**config.mk**
```make
export PLATFORM = sky130hd
export DESIGN_NAME = cspi_mst
export DESIGN_NICKNAME = d
export VERILOG_FILES = /design/src/rtl/cspi_mst_pkg.sv /design/src/rtl/cspi_mst_tick.sv /design/src/rtl/cspi_mst.sv
export SDC_FILE = /design/constraint.sdc
export NUM_CORES = 1
export LEC_CHECK = 0
export CAP_MARGIN = 20
export CORE_MARGIN = 5
export CORE_UTILIZATION = 35
export CTS_CLUSTER_SIZE = 24
export DETAILED_ROUTE_END_ITERATION = 10
export DONT_BUFFER_PORTS = 1
export PLACE_DENSITY = 0.52
export SLEW_MARGIN = 25
export SYNTH_ARGS = -nofsm -noshare
export SYNTH_HDL_FRONTEND = slang
export SYNTH_SLANG_ARGS = --single-unit
```
**constraint.sdc**
```tcl
create_clock -name clk_sys -period 6.5 [get_ports clk_sys]
set_input_delay 1.95 -clock clk_sys [delete_from_list [all_inputs] [get_ports clk_sys]]
set_output_delay 1.95 -clock clk_sys [all_outputs]
set_load 0.05 [all_outputs]
```
**src/rtl/cspi_mst_pkg.sv**
```systemverilog
// Shared definitions for the control-SPI master: FSM state encoding,
// SPI idle line levels and counter sizing helpers.
package cspi_mst_pkg;

  typedef enum logic [2:0] {
    ST_IDLE     = 3'd0,
    ST_LEAD     = 3'd1,
    ST_SHIFT    = 3'd2,
    ST_GAP      = 3'd3,
    ST_WAIT_CMD = 3'd4,
    ST_TRAIL    = 3'd5,
    ST_CSN_HOLD = 3'd6
  } cspi_state_e;

  localparam logic CSN_IDLE  = 1'b1;
  localparam logic SCK_IDLE  = 1'b0;
  localparam logic MOSI_IDLE = 1'b1;

  function automatic int max2(input int a, input int b);
    return (a > b) ? a : b;
  endfunction

  // Bits needed to hold any value 0..max_val.
  function automatic int cnt_width(input int max_val);
    return (max_val < 2) ? 1 : $clog2(max_val + 1);
  endfunction

endpackage

```
**src/rtl/cspi_mst_tick.sv**
```systemverilog
// Loadable down-counter shared by every timed state of the SPI master.
// Loading N-1 on entry gives a state that lasts exactly N cycles; tc is
// high while the count sits at zero, where it saturates.
module cspi_mst_tick #(
  parameter int W = 8
) (
  input  logic         clk_sys,
  input  logic         rst_n,
  input  logic         load,
  input  logic [W-1:0] load_val,
  output logic         tc
);

  logic [W-1:0] cnt_r;

  // Reload on request, otherwise count down and hold at zero.
  always_ff @(posedge clk_sys or negedge rst_n) begin
    if (!rst_n) begin
      cnt_r <= {W{1'b0}};
    end else if (load) begin
      cnt_r <= load_val;
    end else if (cnt_r != {W{1'b0}}) begin
      cnt_r <= cnt_r - {{(W-1){1'b0}}, 1'b1};
    end else begin
      cnt_r <= cnt_r;
    end
  end

  assign tc = (cnt_r == {W{1'b0}});

endmodule

```
**src/rtl/cspi_mst.sv**
```systemverilog
// Control-SPI master, mode 0, MSB first, sck idle low.
// Optional build macro CSPI_MST_WD_EN: abort a burst that stalls in
// WAIT_CMD for WD_LIMIT cycles (wd_abort pulse, csn then released).
// The shared interval counter is always sized for the largest interval,
// watchdog included, so the non-watchdog build keeps the same timing path.
module cspi_mst
  import cspi_mst_pkg::*;
#(
  parameter int HALF_DIV = 50,
  parameter int LEAD     = 50,
  parameter int BYTE_GAP = 200,
  parameter int CSN_GAP  = 100,
  parameter int WD_LIMIT = 1000000
) (
  input  logic       clk_sys,
  input  logic       rst_n,
  input  logic [7:0] cmd_data,
  input  logic       cmd_last,
  input  logic       cmd_vld,
  output logic       cmd_rdy,
  output logic [7:0] rsp_q,
  output logic       rsp_qvld,
  output logic       busy,
  output logic       wd_abort,
  output logic       spi_csn,
  output logic       spi_sck,
  output logic       spi_mosi,
  input  logic       spi_miso
);

  localparam int MAX_CNT = max2(max2(max2(HALF_DIV, LEAD), max2(BYTE_GAP, CSN_GAP)), WD_LIMIT);
  localparam int CNT_W   = cnt_width(MAX_CNT);

  localparam logic [CNT_W-1:0] HALF_LD = CNT_W'(HALF_DIV - 1);
  localparam logic [CNT_W-1:0] LEAD_LD = CNT_W'(LEAD - 1);
  localparam logic [CNT_W-1:0] GAP_LD  = CNT_W'(BYTE_GAP - 1);
  localparam logic [CNT_W-1:0] HOLD_LD = CNT_W'(CSN_GAP - 1);
  localparam logic [CNT_W-1:0] WD_LD   = CNT_W'(WD_LIMIT - 1);

  cspi_state_e      state_r;
  logic [7:0]       tx_r;
  logic [7:0]       rx_r;
  logic [3:0]       edge_r;
  logic             last_r;
  logic             miso_meta_r;
  logic             miso_sync_r;
  logic             accept_s;
  logic             tick_load_s;
  logic [CNT_W-1:0] tick_val_s;
  logic             tick_tc_s;

  assign cmd_rdy  = (state_r == ST_IDLE) || (state_r == ST_WAIT_CMD);
  assign busy     = (state_r != ST_IDLE);
  assign accept_s = cmd_vld & cmd_rdy;

  cspi_mst_tick #(.W(CNT_W)) u_tick (
    .clk_sys  (clk_sys),
    .rst_n    (rst_n),
    .load     (tick_load_s),
    .load_val (tick_val_s),
    .tc       (tick_tc_s)
  );

  // Two-flop synchroniser for the asynchronous miso line.
  always_ff @(posedge clk_sys or negedge rst_n) begin
    if (!rst_n) begin
      miso_meta_r <= 1'b0;
      miso_sync_r <= 1'b0;
    end else begin
      miso_meta_r <= spi_miso;
      miso_sync_r <= miso_meta_r;
    end
  end

  // Reload the interval counter on every state change and every sck toggle.
  always_comb begin
    tick_load_s = 1'b0;
    tick_val_s  = {CNT_W{1'b0}};
    case (state_r)
      ST_IDLE: begin
        if (accept_s) begin
          tick_load_s = 1'b1;
          tick_val_s  = LEAD_LD;
        end else begin
          tick_load_s = 1'b0;
        end
      end
      ST_LEAD: begin
        if (tick_tc_s) begin
          tick_load_s = 1'b1;
          tick_val_s  = HALF_LD;
        end else begin
          tick_load_s = 1'b0;
        end
      end
      ST_SHIFT: begin
        if (tick_tc_s) begin
          tick_load_s = 1'b1;
          if (spi_sck && (edge_r == 4'd15)) begin
            tick_val_s = last_r ? HALF_LD : GAP_LD;
          end else begin
            tick_val_s = HALF_LD;
          end
        end else begin
          tick_load_s = 1'b0;
        end
      end
      ST_GAP: begin
        if (tick_tc_s) begin
          tick_load_s = 1'b1;
          tick_val_s  = WD_LD;
        end else begin
          tick_load_s = 1'b0;
        end
      end
      ST_WAIT_CMD: begin
        if (accept_s) begin
          tick_load_s = 1'b1;
          tick_val_s  = HALF_LD;
        end
`ifdef CSPI_MST_WD_EN
        else if (tick_tc_s) begin
          tick_load_s = 1'b1;
          tick_val_s  = HALF_LD;
        end
`endif
        else begin
          tick_load_s = 1'b0;
        end
      end
      ST_TRAIL: begin
        if (tick_tc_s) begin
          tick_load_s = 1'b1;
          tick_val_s  = HOLD_LD;
        end else begin
          tick_load_s = 1'b0;
        end
      end
      ST_CSN_HOLD: begin
        if (tick_tc_s) begin
          tick_load_s = 1'b1;
          tick_val_s  = {CNT_W{1'b0}};
        end else begin
          tick_load_s = 1'b0;
        end
      end
      default: begin
        tick_load_s = 1'b1;
        tick_val_s  = {CNT_W{1'b0}};
      end
    endcase
  end

  // Transfer FSM with registered SPI pins and response outputs.
  always_ff @(posedge clk_sys or negedge rst_n) begin
    if (!rst_n) begin
      state_r  <= ST_IDLE;
      spi_csn  <= CSN_IDLE;
      spi_sck  <= SCK_IDLE;
      spi_mosi <= MOSI_IDLE;
      rsp_q    <= 8'h00;
      rsp_qvld <= 1'b0;
      wd_abort <= 1'b0;
      tx_r     <= 8'h00;
      rx_r     <= 8'h00;
      edge_r   <= 4'd0;
      last_r   <= 1'b0;
    end else begin
      rsp_qvld <= 1'b0;
      wd_abort <= 1'b0;
      case (state_r)
        ST_IDLE: begin
          if (accept_s) begin
            tx_r     <= {cmd_data[6:0], 1'b0};
            spi_mosi <= cmd_data[7];
            spi_csn  <= 1'b0;
            last_r   <= cmd_last;
            edge_r   <= 4'd0;
            state_r  <= ST_LEAD;
          end
        end
        ST_LEAD: begin
          if (tick_tc_s) state_r <= ST_SHIFT;
        end
        ST_SHIFT: begin
          if (tick_tc_s) begin
            spi_sck <= ~spi_sck;
            edge_r  <= edge_r + 4'd1;
            if (!spi_sck) begin
              rx_r <= {rx_r[6:0], miso_sync_r};
            end else if (edge_r != 4'd15) begin
              spi_mosi <= tx_r[7];
              tx_r     <= {tx_r[6:0], 1'b0};
            end else begin
              rsp_q    <= rx_r;
              rsp_qvld <= 1'b1;
              if (last_r) begin
                spi_mosi <= MOSI_IDLE;
                state_r  <= ST_TRAIL;
              end else begin
                state_r  <= ST_GAP;
              end
            end
          end
        end
        ST_GAP: begin
          if (tick_tc_s) state_r <= ST_WAIT_CMD;
        end
        ST_WAIT_CMD: begin
          if (accept_s) begin
            tx_r     <= {cmd_data[6:0], 1'b0};
            spi_mosi <= cmd_data[7];
            last_r   <= cmd_last;
            edge_r   <= 4'd0;
            state_r  <= ST_SHIFT;
          end
`ifdef CSPI_MST_WD_EN
          else if (tick_tc_s) begin
            wd_abort <= 1'b1;
            spi_mosi <= MOSI_IDLE;
            state_r  <= ST_TRAIL;
          end
`endif
        end
        ST_TRAIL: begin
          if (tick_tc_s) begin
            spi_csn <= CSN_IDLE;
            state_r <= ST_CSN_HOLD;
          end
        end
        ST_CSN_HOLD: begin
          if (tick_tc_s) state_r <= ST_IDLE;
        end
        default: begin
          spi_csn  <= CSN_IDLE;
          spi_sck  <= SCK_IDLE;
          spi_mosi <= MOSI_IDLE;
          state_r  <= ST_IDLE;
        end
      endcase
    end
  end

endmodule

```
After elaboration in Yosys (flattened, before gate mapping):

Index checks and enable logic that the tools add are counted.

* muxes and demuxes: 47
* bitwise gates (word level): 6
* reduce and logical (&&, ||, !) cells: 22
* $add $sub $neg: 2
* equality and inequality tests: 20

Operators by type and width (number)
* $pmux W20 S5: 1
* $mux W20: 3
* $mux W8: 7
* $mux W3: 10
* $pmux W3 S7: 1
* $logic_not A20 Y1: 1
* $ne A2 B2 Y1 const B: 10
* $reduce_bool A20 Y1: 1
* $sub A20 B1 Y20 const B: 1
* $pmux W8 S2: 1
* $mux W1: 14
* $mux W6: 2
* $reduce_and A5 Y1: 2
* $reduce_or A5 Y1: 2
* $eq A3 B3 Y1 const B: 3
* $reduce_and A3 Y1: 3
* $reduce_and A9 Y1: 1
* $mux W4: 2
* $pmux W4 S2: 1
* $mux W7: 1
* $eq A3 B2 Y1 const B: 2
* $pmux W1 S3: 2
* $reduce_or A6 Y1: 1
* $not A1 Y1: 5
* 17 further kinds: 20

* output and inout bits: 15
* logic and storage cells: 110
* input bits: 13
* bits in registers: 58

Longest topological paths before layout:

* depth after elaboration: 6
* mapped depth: 11
* gate-level depth less buffers: 8

Modules after synthesis:

Synthesis repeated with hierarchy kept, for this count alone.

* cells, all modules: 291
* area, all modules: 3014.1 sq um

By module, submodules not included
* cspi_mst: area an instance 1829.3 sq um, cells an instance 164, instances 1, sequential area each 928.4 sq um
* cspi_mst_tick: area an instance 1184.9 sq um, cells an instance 127, instances 1, sequential area each 500.5 sq um

Worst setup path after synthesis:

OpenSTA, ideal clock, no wires.

* path type: reg2out
* from: register state_r[0]
* to: output busy
* arrival time: 1.405 ns
* path slack: 3.145 ns
* required time: 4.550 ns
* buffers on the path: 1
* stages on the path, launching flop included: 5
* path through: dfrtp_1 -> buf_2 -> or2_2 -> inv_2 -> nand2_1

* cells in the longest elaborated chain, start to end: 1

Ends and longest elaborated chain
* start: declaration: RTL line cspi_mst.sv:40 `cspi_state_e state_r;`
* start signal: assignment: RTL line cspi_mst.sv:157 `state_r <= ST_IDLE;`
* start signal: assignment: RTL line cspi_mst.sv:179 `state_r <= ST_LEAD;`
* start signal: assignment: RTL line cspi_mst.sv:183 `if (tick_tc_s) state_r <= ST_SHIFT;`
* $reduce_bool A3 Y1: RTL line cspi_mst.sv:53 `assign busy = (state_r != ST_IDLE);`
* end: declaration: RTL line cspi_mst.sv:23 `output logic busy,`

No other way between the ends.

Worst setup path in the final report:

Ends and elaborated chain as after synthesis.

==> flow_summary.ini <==
[routing]
vias = 2073
ant_nets = 0
top_layer = met4
dr_wl_met2_um = 2989
wirelength_um = 6287
wl_met1_um = 2936
drc = 0
drt_pass1_iterations = 4
avgViaCountPerCell = 5.183
avgRoutedWirePerCell_um = 15.72
met3_length_um = 284
drt-initial-drc-count = 84

[cells_and_area]
n_antenna_cell = 0
nFillCells = 842
final_nets = 306
area_growth_pct = 8.154
drive_above_1_share_pct = 10.85
stdcell_count = 400

[power_and_ir_drop]
p_comb_share_pct = 24.4
ir_drop_uv = 152.5
cellPowerDensity_mw_per_mm2 = 328.7
power.share.sequential_pct = 47.9
p_int_mw = 0.6671
power_frac_clock_pct = 27.7
swShare_pct = 35.63
p_leak_nw = 1.440
power_switching_mw = 0.3693

[grt]
grt_pass1_wl_um = 10940
grt_pass1_vias = 2168
grt_use_total_pct = 13.60
antenna_found_initial = 0
grt_max_degree = 58
grt_overflow = 0

[clock_tree]
ctsResizeCount = 0
cts_buffers = 9
clockBufferDepth = 2
cts_tree = done
path_clk_slew_ns = 0.07
cts.sinks = 57
postCtsSetupBuffers = 0
hold_buffers = 0
cts-htree-levels = 3
cts-root-buf = clkbuf_8
clk_latency_ns = 0.34

[floorplanning]
die_w_um = 101.3
placement_rows = 33
start_util_pct = 35.66
core_mm2 = 0.008175
io-pin-count = 28
die_area_mm2 = 0.01025
die_h_um = 101.3

[placement]
gp_congestion = 0.7881
portBuffers = 0
dpl.hpwl_um = 4338
place_inst = 384

[sta]
tns_ns = 0
final_max_slew_viol_count = 0
grt_setup_unrepaired = no
finalSetupViolations = 0
fin_crit_ns = 4.067
clock_skew_ns = 0.006906
max_slew_margin_pct = 50.74
worst_pin_slew_ns = 0.7390
hold_viol_final = 0
hold_slack_ns = 0.3520
max_freq_mhz = 245.9
finalCritPeriodShare_pct = 62.57

[yosys]
seq_area_frac_synth_pct = 49.01
avgSynthCellArea_um2 = 9.984
synth_xor_area_share_pct = 4.506
yosys_warnings = 0
synthCells = 292
synth_top_family_by_area = simple AND/OR/NAND/NOR gates
synth_compound_area_share_pct = 12.49
synth.distinct_cells = 54
async_reset_ff_share_pct = 100.0
netlist_area_mm2 = 0.002915
synthAdderAreaFrac_pct = 1.288
synth.mux.area_fraction_pct = 8.584
synth_ff_type = dfrtp_1
syn_nets = 308
synth-edff-count = 0
synthSimpleGateAreaFrac_pct = 20.73
ys_ff_latch = 57

[worst_setup_path]
path_class = flop to primary output
required_ns = 4.55
end_kind = primary output
rr_worst_depth = 7
r2r-end = u_tick.cnt_r[0]$_DFFE_PN0P_
worstPathMaxFanout = 19
arrival_ns = 2.12
r2r_setup_slack_ns = 3.67
critPathLaunchType = flop
reg2reg_from = state_r[0]$_DFFE_PN0P_

[status]
status = finished clean

[job]
maxCapViolations = 0

[worst_hold_path]
hold_depth = 0
hold_end = miso_sync_r$_DFF_PN0_
hold_start = miso_meta_r$_DFF_PN0_
hold_path_class = flop to flop
## power groups by stage
stage               sequential, mW  combinational, mW  clock, mW
finish                       0.496              0.253      0.287
global placement             0.501              0.250          0
global route                 0.506              0.292      0.319
floorplan                    0.481              0.219          0
detailed placement           0.502              0.253          0
CTS                          0.496              0.256      0.299
## kinds of logic (layout without fill, tap and decap cells)
kind of cell / Yosys count / after routing
flops: 57 / 57
simple gates: 114 / 114
fa+ha+maj: 3 / 3
buf+inv: 21 / 24
mux: 23 / 23
xor+xnor: 15 / 15
other cells: 1 / 1
compound gates: 58 / 58
## critical path: stages, from the launching register on
cell,delay (ns)
dfrtp_1,0.57
or2_2,0.52
inv_2,0.31
nand2_1,0.38
## cells in the final DEF, fill, tap and decap left out, types with 2 or more instances in the layout
| master | count |
|---|---|
| xnor2_1 | 5 |
| clkbuf_8 | 9 |
| nor2_4 | 2 |
| dfrtp_1 | 55 |
| o31ai_1 | 2 |
| clkinv_2 | 3 |
| a31oi_1 | 2 |
| dfstp_2 | 2 |
| nand3_1 | 11 |
| and2_1 | 2 |
| nor4_4 | 2 |
| nor3_1 | 11 |
| nand2b_1 | 3 |
| nor2b_1 | 2 |
| clkinvlp_4 | 2 |
| o211ai_1 | 2 |
| and3_1 | 3 |
| nand2_1 | 29 |
| o21ai_1 | 8 |
| nor4_1 | 3 |
| o22ai_1 | 2 |
| clkinv_4 | 2 |
| nor2_1 | 33 |
| mux2_1 | 16 |
| ha_1 | 3 |
| nand4_1 | 2 |
| o2bb2ai_1 | 2 |
| xor2_1 | 10 |
| a22oi_1 | 4 |
| o21ai_0 | 9 |
| mux2i_1 | 7 |
| inv_1 | 7 |
| a21oi_1 | 18 |
## worst max-delay path by stage
stage                                 from    to  slack [ns]  depth (start not counted)
floorplan           state_r[0]$_DFFE_PN0P_  busy        3.14                          4
global route        state_r[0]$_DFFE_PN0P_  busy        2.32                          3
finish              state_r[0]$_DFFE_PN0P_  busy        2.43                          3
CTS                 state_r[0]$_DFFE_PN0P_  busy        2.41                          3
global placement    state_r[0]$_DFFE_PN0P_  busy        2.81                          3
detailed placement  state_r[0]$_DFFE_PN0P_  busy        2.79                          3
## sequential cells by signal (all words and copies together) (netlist names)
| signal | count |
|---|---|
| edge_r | 4 |
| last_r | 1 |
| miso_meta_r | 1 |
| miso_sync_r | 1 |
| rsp_q | 8 |
| rsp_qvld | 1 |
| rx_r | 8 |
| spi_csn | 1 |
| spi_mosi | 1 |
| spi_sck | 1 |
| state_r | 3 |
| tx_r | 7 |
| u_tick.cnt_r | 20 |
## layout make-up
type / count / area [µm²] / area share [%]
clock buffer: 9 / 123.9 / 3.929
clock inverter: 7 / 47.55 / 1.508
inverter: 8 / 30.03 / 0.9524
multi-input combinational: 214 / 1391 / 44.13
sequential: 57 / 1429 / 45.32
tap: 105 / 131.4 / 4.167
## metrics by stage
stage	utilization [%]	instance area [µm²]	setup slack, ns	power, mW
finish	38.57	3153	2.433	1.036
global route	38.57	3153	2.323	1.118
CTS	38.57	3153	2.405	1.051
detailed placement	36.47	2982	2.788	0.7547
global placement	36.47	2982	2.809	0.7511
floorplan	-	2915	3.145	0.7007
## synthesized netlist by cell type, types with 6 or more instances
library cell	n	area share, %
nor3_1	11	1.9
mux2i_1	7	2.4
nand3_1	11	1.9
o21ai_1	8	1.4
xor2_1	10	3.0
o21ai_0	9	1.5
clkbuf_1	6	0.77
dfrtp_1	55	47
inv_1	7	0.90
nand2_1	29	3.7
nor2_1	33	4.2
mux2_1	16	6.2
a21oi_1	18	3.1
## layer usage
layer / GRT usage (%) / up-vias
li1: - / 1027
met1: 17.28 / 1010
met2: 21.58 / 28
met3: 4.545 / 8
met4: 5.010 / 0
met5: 0 / -
Power figures use the tool's default switching activity.
